===== src/rtl/slink_pkg.sv =====
// Shared slink definitions: launcher state encoding and default sizing.
package slink_pkg;

  typedef enum logic [1:0] {
    IDLE     = 2'd0,
    WAIT_GAP = 2'd1,
    WAIT_ACK = 2'd2
  } slink_state_e;

  localparam int SLINK_CNT_WIDTH = 4;
  localparam int SLINK_MIN_GAP   = 4;

endpackage


===== src/rtl/slink_demet_reset.sv =====
// Two-flop synchronizer with asynchronous active-high reset.
// Ports: clk, reset, d (asynchronous input), q (synchronized output).
module slink_demet_reset (
  input  logic clk,
  input  logic reset,
  input  logic d,
  output logic q
);

  logic meta;

  always_ff @(posedge clk or posedge reset) begin
    if (reset) begin
      meta <= 1'b0;
      q    <= 1'b0;
    end else begin
      meta <= d;
      q    <= meta;
    end
  end

endmodule


===== src/rtl/slink_pulse_launcher.sv =====
// Source side of a toggle-based pulse crossing. Each accepted pulse_in event
// becomes one flip of toggle_out; flips are spaced by a minimum-gap counter
// (USE_ACK=0) or by waiting for the returned ack toggle (USE_ACK=1). Events
// that cannot launch immediately queue in a saturating counter.
// Ports:
//   clk, reset      clock, asynchronous active-high reset
//   pulse_in        one event per high cycle
//   ack_toggle_in   returned toggle from destination (USE_ACK=1 only)
//   toggle_out      flips once per launched event
//   pending_count   events accepted but not yet launched
//   busy            not idle or events pending
//   overflow        one-cycle pulse when an event is dropped
module slink_pulse_launcher
  import slink_pkg::*;
#(
  parameter int CNT_WIDTH = SLINK_CNT_WIDTH,
  parameter int MIN_GAP   = SLINK_MIN_GAP,
  parameter int USE_ACK   = 0
) (
  input  logic                 clk,
  input  logic                 reset,
  input  logic                 pulse_in,
  input  logic                 ack_toggle_in,
  output logic                 toggle_out,
  output logic [CNT_WIDTH-1:0] pending_count,
  output logic                 busy,
  output logic                 overflow
);

  localparam int GW = (MIN_GAP > 1) ? $clog2(MIN_GAP + 1) : 1;
  localparam logic [GW-1:0] GAP_LOAD = (MIN_GAP > 1) ? GW'(MIN_GAP - 2) : '0;
  localparam logic [CNT_WIDTH-1:0] CNT_MAX = '1;
  localparam logic [CNT_WIDTH-1:0] CNT_ONE = CNT_WIDTH'(1);

  slink_state_e         state, state_nxt;
  logic [GW-1:0]        gap, gap_nxt;
  logic [CNT_WIDTH-1:0] count_nxt;
  logic                 ack_sync;
  logic                 launch;
  logic                 drop;

  generate
    if (USE_ACK != 0) begin : g_ack
      slink_demet_reset u_ack_demet (
        .clk   (clk),
        .reset (reset),
        .d     (ack_toggle_in),
        .q     (ack_sync)
      );
    end else begin : g_no_ack
      logic unused_ack;
      assign unused_ack = ack_toggle_in;
      assign ack_sync   = 1'b0;
    end
  endgenerate

  always_comb begin
    state_nxt = state;
    gap_nxt   = gap;
    count_nxt = pending_count;
    launch    = (state == IDLE) && ((pending_count != '0) || pulse_in);
    // Saturated counter can only drop while not idle; an idle launch frees a slot.
    drop      = pulse_in && !launch && (pending_count == CNT_MAX);

    unique case ({pulse_in, launch})
      2'b10:   count_nxt = drop ? pending_count : pending_count + CNT_ONE;
      2'b01:   count_nxt = pending_count - CNT_ONE;
      default: count_nxt = pending_count;  // none, or direct/balanced launch
    endcase

    case (state)
      IDLE: begin
        if (launch) begin
          if (USE_ACK != 0) begin
            state_nxt = WAIT_ACK;
          end else if (MIN_GAP > 1) begin
            // Launch cycle plus MIN_GAP-2 countdown plus the zero cycle = MIN_GAP.
            state_nxt = WAIT_GAP;
            gap_nxt   = GAP_LOAD;
          end
        end
      end
      WAIT_GAP: begin
        if (gap == '0) state_nxt = IDLE;
        else           gap_nxt   = gap - GW'(1);
      end
      WAIT_ACK: begin
        if (ack_sync == toggle_out) state_nxt = IDLE;
      end
      default: state_nxt = IDLE;
    endcase
  end

  always_ff @(posedge clk or posedge reset) begin
    if (reset) begin
      state         <= IDLE;
      gap           <= '0;
      pending_count <= '0;
      toggle_out    <= 1'b0;
      overflow      <= 1'b0;
    end else begin
      state         <= state_nxt;
      gap           <= gap_nxt;
      pending_count <= count_nxt;
      overflow      <= drop;
      if (launch) toggle_out <= ~toggle_out;
    end
  end

  assign busy = (state != IDLE) || (pending_count != '0);

endmodule


===== config.mk =====
export PLATFORM = sky130hd
export DESIGN_NAME = slink_pulse_launcher
export DESIGN_NICKNAME = d
export VERILOG_FILES = /design/src/rtl/slink_pkg.sv /design/src/rtl/slink_demet_reset.sv /design/src/rtl/slink_pulse_launcher.sv
export SDC_FILE = /design/constraint.sdc
export NUM_CORES = 1
export LEC_CHECK = 0
export ABC_AREA = 1
export CAP_MARGIN = 0
export CORE_MARGIN = 1
export CORE_UTILIZATION = 45
export CTS_BUF_LIST = sky130_fd_sc_hd__clkbuf_2
export DETAILED_ROUTE_END_ITERATION = 6
export PLACE_DENSITY = 0.76
export SYNTH_ARGS = -nofsm -noshare
export SYNTH_HDL_FRONTEND = slang
export SYNTH_HIERARCHICAL = 1
export SYNTH_SLANG_ARGS = --single-unit

===== constraint.sdc =====
create_clock -name clk -period 1.5 [get_ports clk]
set_input_delay 0.45 -clock clk [delete_from_list [all_inputs] [get_ports clk]]
set_output_delay 0.45 -clock clk [all_outputs]
set_load 0.02 [all_outputs]

[After elaboration in Yosys (flattened, before gate mapping)]
Index checks and enable logic that the tools add are counted.
Operators by class
  $add $sub $neg: 3
  eq/ne operators: 10
  multiplexer cells: 9
  bitwise logic cells: 1
  reduce and logical (&&, ||, !) cells: 15
Operators with widths (number)
  $ne A2 B2 Y1 const B: 5
  $pmux W4 S2: 1
  $mux W2: 3
  $mux W3: 2
  $pmux W2 S3: 1
  $pmux W3 S2: 1
  $reduce_and A3 Y1: 2
  $reduce_bool A2 Y1: 3
  $add A4 B1 Y4 const B: 1
  $eq A2 B1 Y1 const B: 2
  $eq A2 B2 Y1 const B: 2
  $eq A4 B4 Y1 const B: 1
  $mux W4: 1
  $reduce_bool A4 Y1: 1
  $sub A4 B1 Y4 const B: 1
  $logic_and A1 B1 Y1: 3
  $logic_not A3 Y1: 1
  $sub A3 B1 Y3 const B: 1
  $logic_not A2 Y1: 1
  $logic_or A1 B1 Y1: 2
  $reduce_and A2 Y1: 1
  $logic_not A1 Y1: 1
  $not A1 Y1: 1
Storage, ports and cells
  register bits: 11
  bits of input ports: 4
  output and inout port bits: 7
  logic and storage cells: 43

[Depth between registers and ports, before layout]
  depth after elaboration: 8
  depth in mapped cells: 12
  depth with buffers taken out: 12

[Worst setup path after synthesis]
Ideal clock, no wire load.
  path type: register -> register
  start point: reg pending_count[1]
  end point: reg pending_count[2]
  setup time: 0.127 ns
  data arrival time: 1.497 ns
  data required time: 1.373 ns
  slack: -0.124 ns
  stages on the path, launching flop included: 13
  path buffers: 0
  period minus slack after synthesis: 1.624 ns
  path through: dfrtp_1 nor2_2 nand2_4 nand3_4 nand2_2 nand2_1 inv_1 ha_1 inv_1 nand2_1 xnor2_1 nand2_1 o21ai_0
Between the ends
  word-level cells in the longest chain between the ends: 8
  elaborated cells between the ends (all ways): 16
  classes of those cells: add/sub (2); eq/ne (4); mux (2); reduce/logical (8)
Ends and longest elaborated chain
  from (decl): line slink_pulse_launcher.sv:25  | output logic [CNT_WIDTH-1:0] pending_count,
  from (signal assigned): line slink_pulse_launcher.sv:104  | pending_count <= count_nxt;
  parallel branches: the longest is 8 deep, another holds $add A4 B1 Y4
Parallel ways; which one is timed is not known. The select of a mux whose other input is x is not followed.
A chain may end at the register's enable or synchronous reset.

[Worst setup path in the final report]
Same ends and word-level chain as after synthesis.

==> key figures <==
Global route
  – GRT Total Usage: 0.238
  – Initial antenna violation count: 0
  – Largest net degree at the start of global routing: 11
  – Vias in the first global route: 584
  – Global-route wire length before repair: 2390 um
  – Remaining Overflow, GRT: 0

Finish
  – # diodes: 0
  – Final Core Density: 0.756
  – Final #Nets: 115
  – Share of layout cells above drive strength 1: 0.533
  – Synth-to-Final Area Change: 55.0%
  – Post-route insts no fill: 122
  – Fillers: 100
  – Area of the multi-input gates: 385 sq um
  – Register area: 255 sq um
  – Final instance area: 983 sq um

Floorplanning
  – I/O pins: 11
  – Starting Density: 0.487
  – Die X-Extent: 39.5 um
  – Row Count: 13
  – Die area: 1560 sq um
  – CORE AREA: 1300 sq um
  – Die H: 39.5 um

Logic synthesis
  – Post-synthesis mux area share: 0
  – Adder-Cell Fraction of Synth Area: 0.0592
  – Largest family of logic cells by synthesized area: simple AND/OR/NAND/NOR gates
  – Synth Warn #: 6
  – Post-synthesis cell count: 74
  – Distinct cell type count after synthesis: 24
  – Synth Area in XOR/XNOR: 0.0690
  – Mapped Nets: 81
  – Post-synthesis register bit count: 10
  – Synth Area in Compound Gates: 0.101
  – Post-Synth Simple-Gate Area: 0.276
  – Post-Syn Area: 634 sq um
  – Syn_area_per_cell: 8.57 sq um
  – Seq/Total Area, Yosys: 0.394

Route
  – DR WL met3: 65 um
  – WL met2: 905 um
  – WL/cell: 13.8 um
  – Detailed Routing Iterations Pass 1: 4
  – M1 wire length: 693 um
  – Antenna Violating Nets Remaining: 0
  – Routed wire length: 1690 um
  – DR top layer: met4
  – Remaining DRCs: 0
  – Vias per inst: 5.00
  – Drt initial violations: 11
  – DR vias: 610

Worst setup path
  – CP required: 1.66 ns
  – Crit end category: flip-flop
  – Max FO, Critical Path: 2
  – CP Launch Type: flip-flop
  – WS Path Type: flip-flop to flip-flop
  – Reg2Reg Depth: 13
  – Crit path DAT: 1.82 ns

STA
  – Rel. slew slack: 0.754
  – Worst hold slack: 0.461 ns
  – Final setup viols: 4
  – Hold Vio Cnt, Final: 0
  – Fin crit share: 1.10
  – Slew Limit Fails: 0
  – Fmax: 605 MHz
  – Clock skew: 0.00336 ns
  – PnR worst setup slack: -0.153 ns
  – Crit path time final: 1.65 ns
  – RSZ-0062 raised after global routing: true
  – Least-Margin Pin Slew: 0.369 ns

Clock tree
  – Clock Tree Buf Depth: 2
  – CTS tree: built
  – Worst-Skew Late Latency: 0.24 ns
  – Num CTS Buffers: 3
  – Clock-pin slew on the worst setup and hold paths: 0.09 ns
  – Cts hold-fix bufs: 0
  – CTS root buffer: clkbuf_2
  – H-tree levels: 1
  – Clock Sinks: 10

Outcome
  – Failing checks: negative setup slack
  – Status: complete, but fails checks

Placement
  – Placed cell area: 866 sq um
  – GPL Wtd Cong: 0.809
  – Port bufs: 9
  – DP HPWL: 1120 um
  – Placement Setup Slack: -0.435 ns
  – Placed cell count: 112

Power
  – Peak supply drop: 0.00126 V
  – Static leakage: 0.000508 uW
  – PD cells: 2400 nW/um^2

Worst hold path
  – Worst Hold Class: input port to asynchronous set/reset pin

Flow run
  – Max cap viols: 0
[logic make-up after synthesis]
kind of cell    count (synthesis)
fa+ha+maj                       3
buf+inv                        17
compound gates                  9
xor+xnor                        5
simple gates                   30
flops                          10
[cell type report]
type / count / share of cell area
clock buffers: 3 / 0.0153
repair buffers: 29 / 0.243
flip-flops and latches: 10 / 0.260
well taps: 15 / 0.0191
clock inverters: 1 / 0.00382
multi-input cells: 47 / 0.392
inverters: 17 / 0.0674
[Yosys cell counts]
library cell	instances	area (sq um)
a21oi_1	1	5.00
a31oi_1	1	6.26
dfrtp_1	10	250
ha_1	3	37.5
inv_1	15	56.3
inv_2	2	7.51
nand2_1	10	37.5
nand2_2	4	25.0
nand2_4	1	11.3
nand3_1	5	25.0
nand3_2	1	10.0
nand3_4	1	17.5
nand4_1	2	12.5
nor2_1	2	7.51
nor2_2	2	12.5
nor2_4	1	11.3
nor3_1	1	5.00
o211ai_1	1	7.51
o21ai_0	3	15.0
o21ai_4	1	16.3
o21bai_1	1	7.51
o22ai_1	1	6.26
xnor2_1	3	26.3
xor2_1	2	17.5
[critical path, stage by stage (launching register included)]
cell and delay (ns):
dfrtp_2 0.44, nor2_4 0.13, buf_6 0.11, nand2_4 0.05, nand3_4 0.06, nand2_2 0.07
nand2_2 0.07, inv_2 0.05, ha_4 0.15, inv_2 0.04, nand2_2 0.05, xnor2_1 0.17
nand2_1 0.07, o21ai_1 0.10
[flip-flops by register name (all words and copies together), names as in the netlist]
name / cells
state: 1
toggle_out: 1
overflow: 1
pending_count: 4
gap: 3
[final timing paths]
check                                  from               end  slack, ns
max reg2reg                pending_count[1]  pending_count[2]      -0.15
max in group asynchronous             reset  pending_count[3]       0.75
min reg2reg                      toggle_out        toggle_out       0.47
min in group clk                 toggle_out        toggle_out       0.47
max                        pending_count[1]  pending_count[2]      -0.15
min                                   reset            gap[1]       0.46
[power by group]
group	internal [uW]	total (uW)	switching, uW
registers	407	527	120
clock network	57.9	144	86.4
logic	795	1690	895
total	1260	2360	1100
[layer usage]
| metal | vias to the layer above | global-route usage |
|---|---|---|
| met2 | 11 | 0.414 |
| met3 | 2 | 0.0852 |
| met4 | 0 | 0.0259 |
| li1 | 301 | - |
| met5 | - | 0 |
| met1 | 296 | 0.287 |
[layout by cell type, fill, tap and decap left out, types with 2 or more instances in the layout]
master         Yosys  routed
buf_2              0       3
buf_6              0       6
nand2_2            4       5
inv_2              2       5
nand2_1           10       8
dfrtp_1           10       6
nand3_1            5       4
o21ai_1            0       2
nand3_2            1       2
ha_1               3       2
clkbuf_2           0       3
nand2_4            1       2
nor2_4             1       4
dfrtp_2            0       4
dlygate4sd2_1      0       3
inv_1             15      11
buf_4              0      16
xnor2_1            3       3
nand4_1            2       2
[stage by stage]
stage,TNS [ns],total power [uW]
final,-0.302,2360
after global routing,-0.902,2560
after detailed placement,-1.97,1870
after global placement,-1.75,1820
after CTS,-0.0518,2130
after floorplan,-0.0423,1330
[repair_timing]
action / 4_1_cts / 5_1_grt
pin swaps: 3 / 7
resized for setup: 34 / 13
setup endpoints to repair: 13 / 8
setup buffers: 4 / 2
Power figures use the tool's default switching activity.
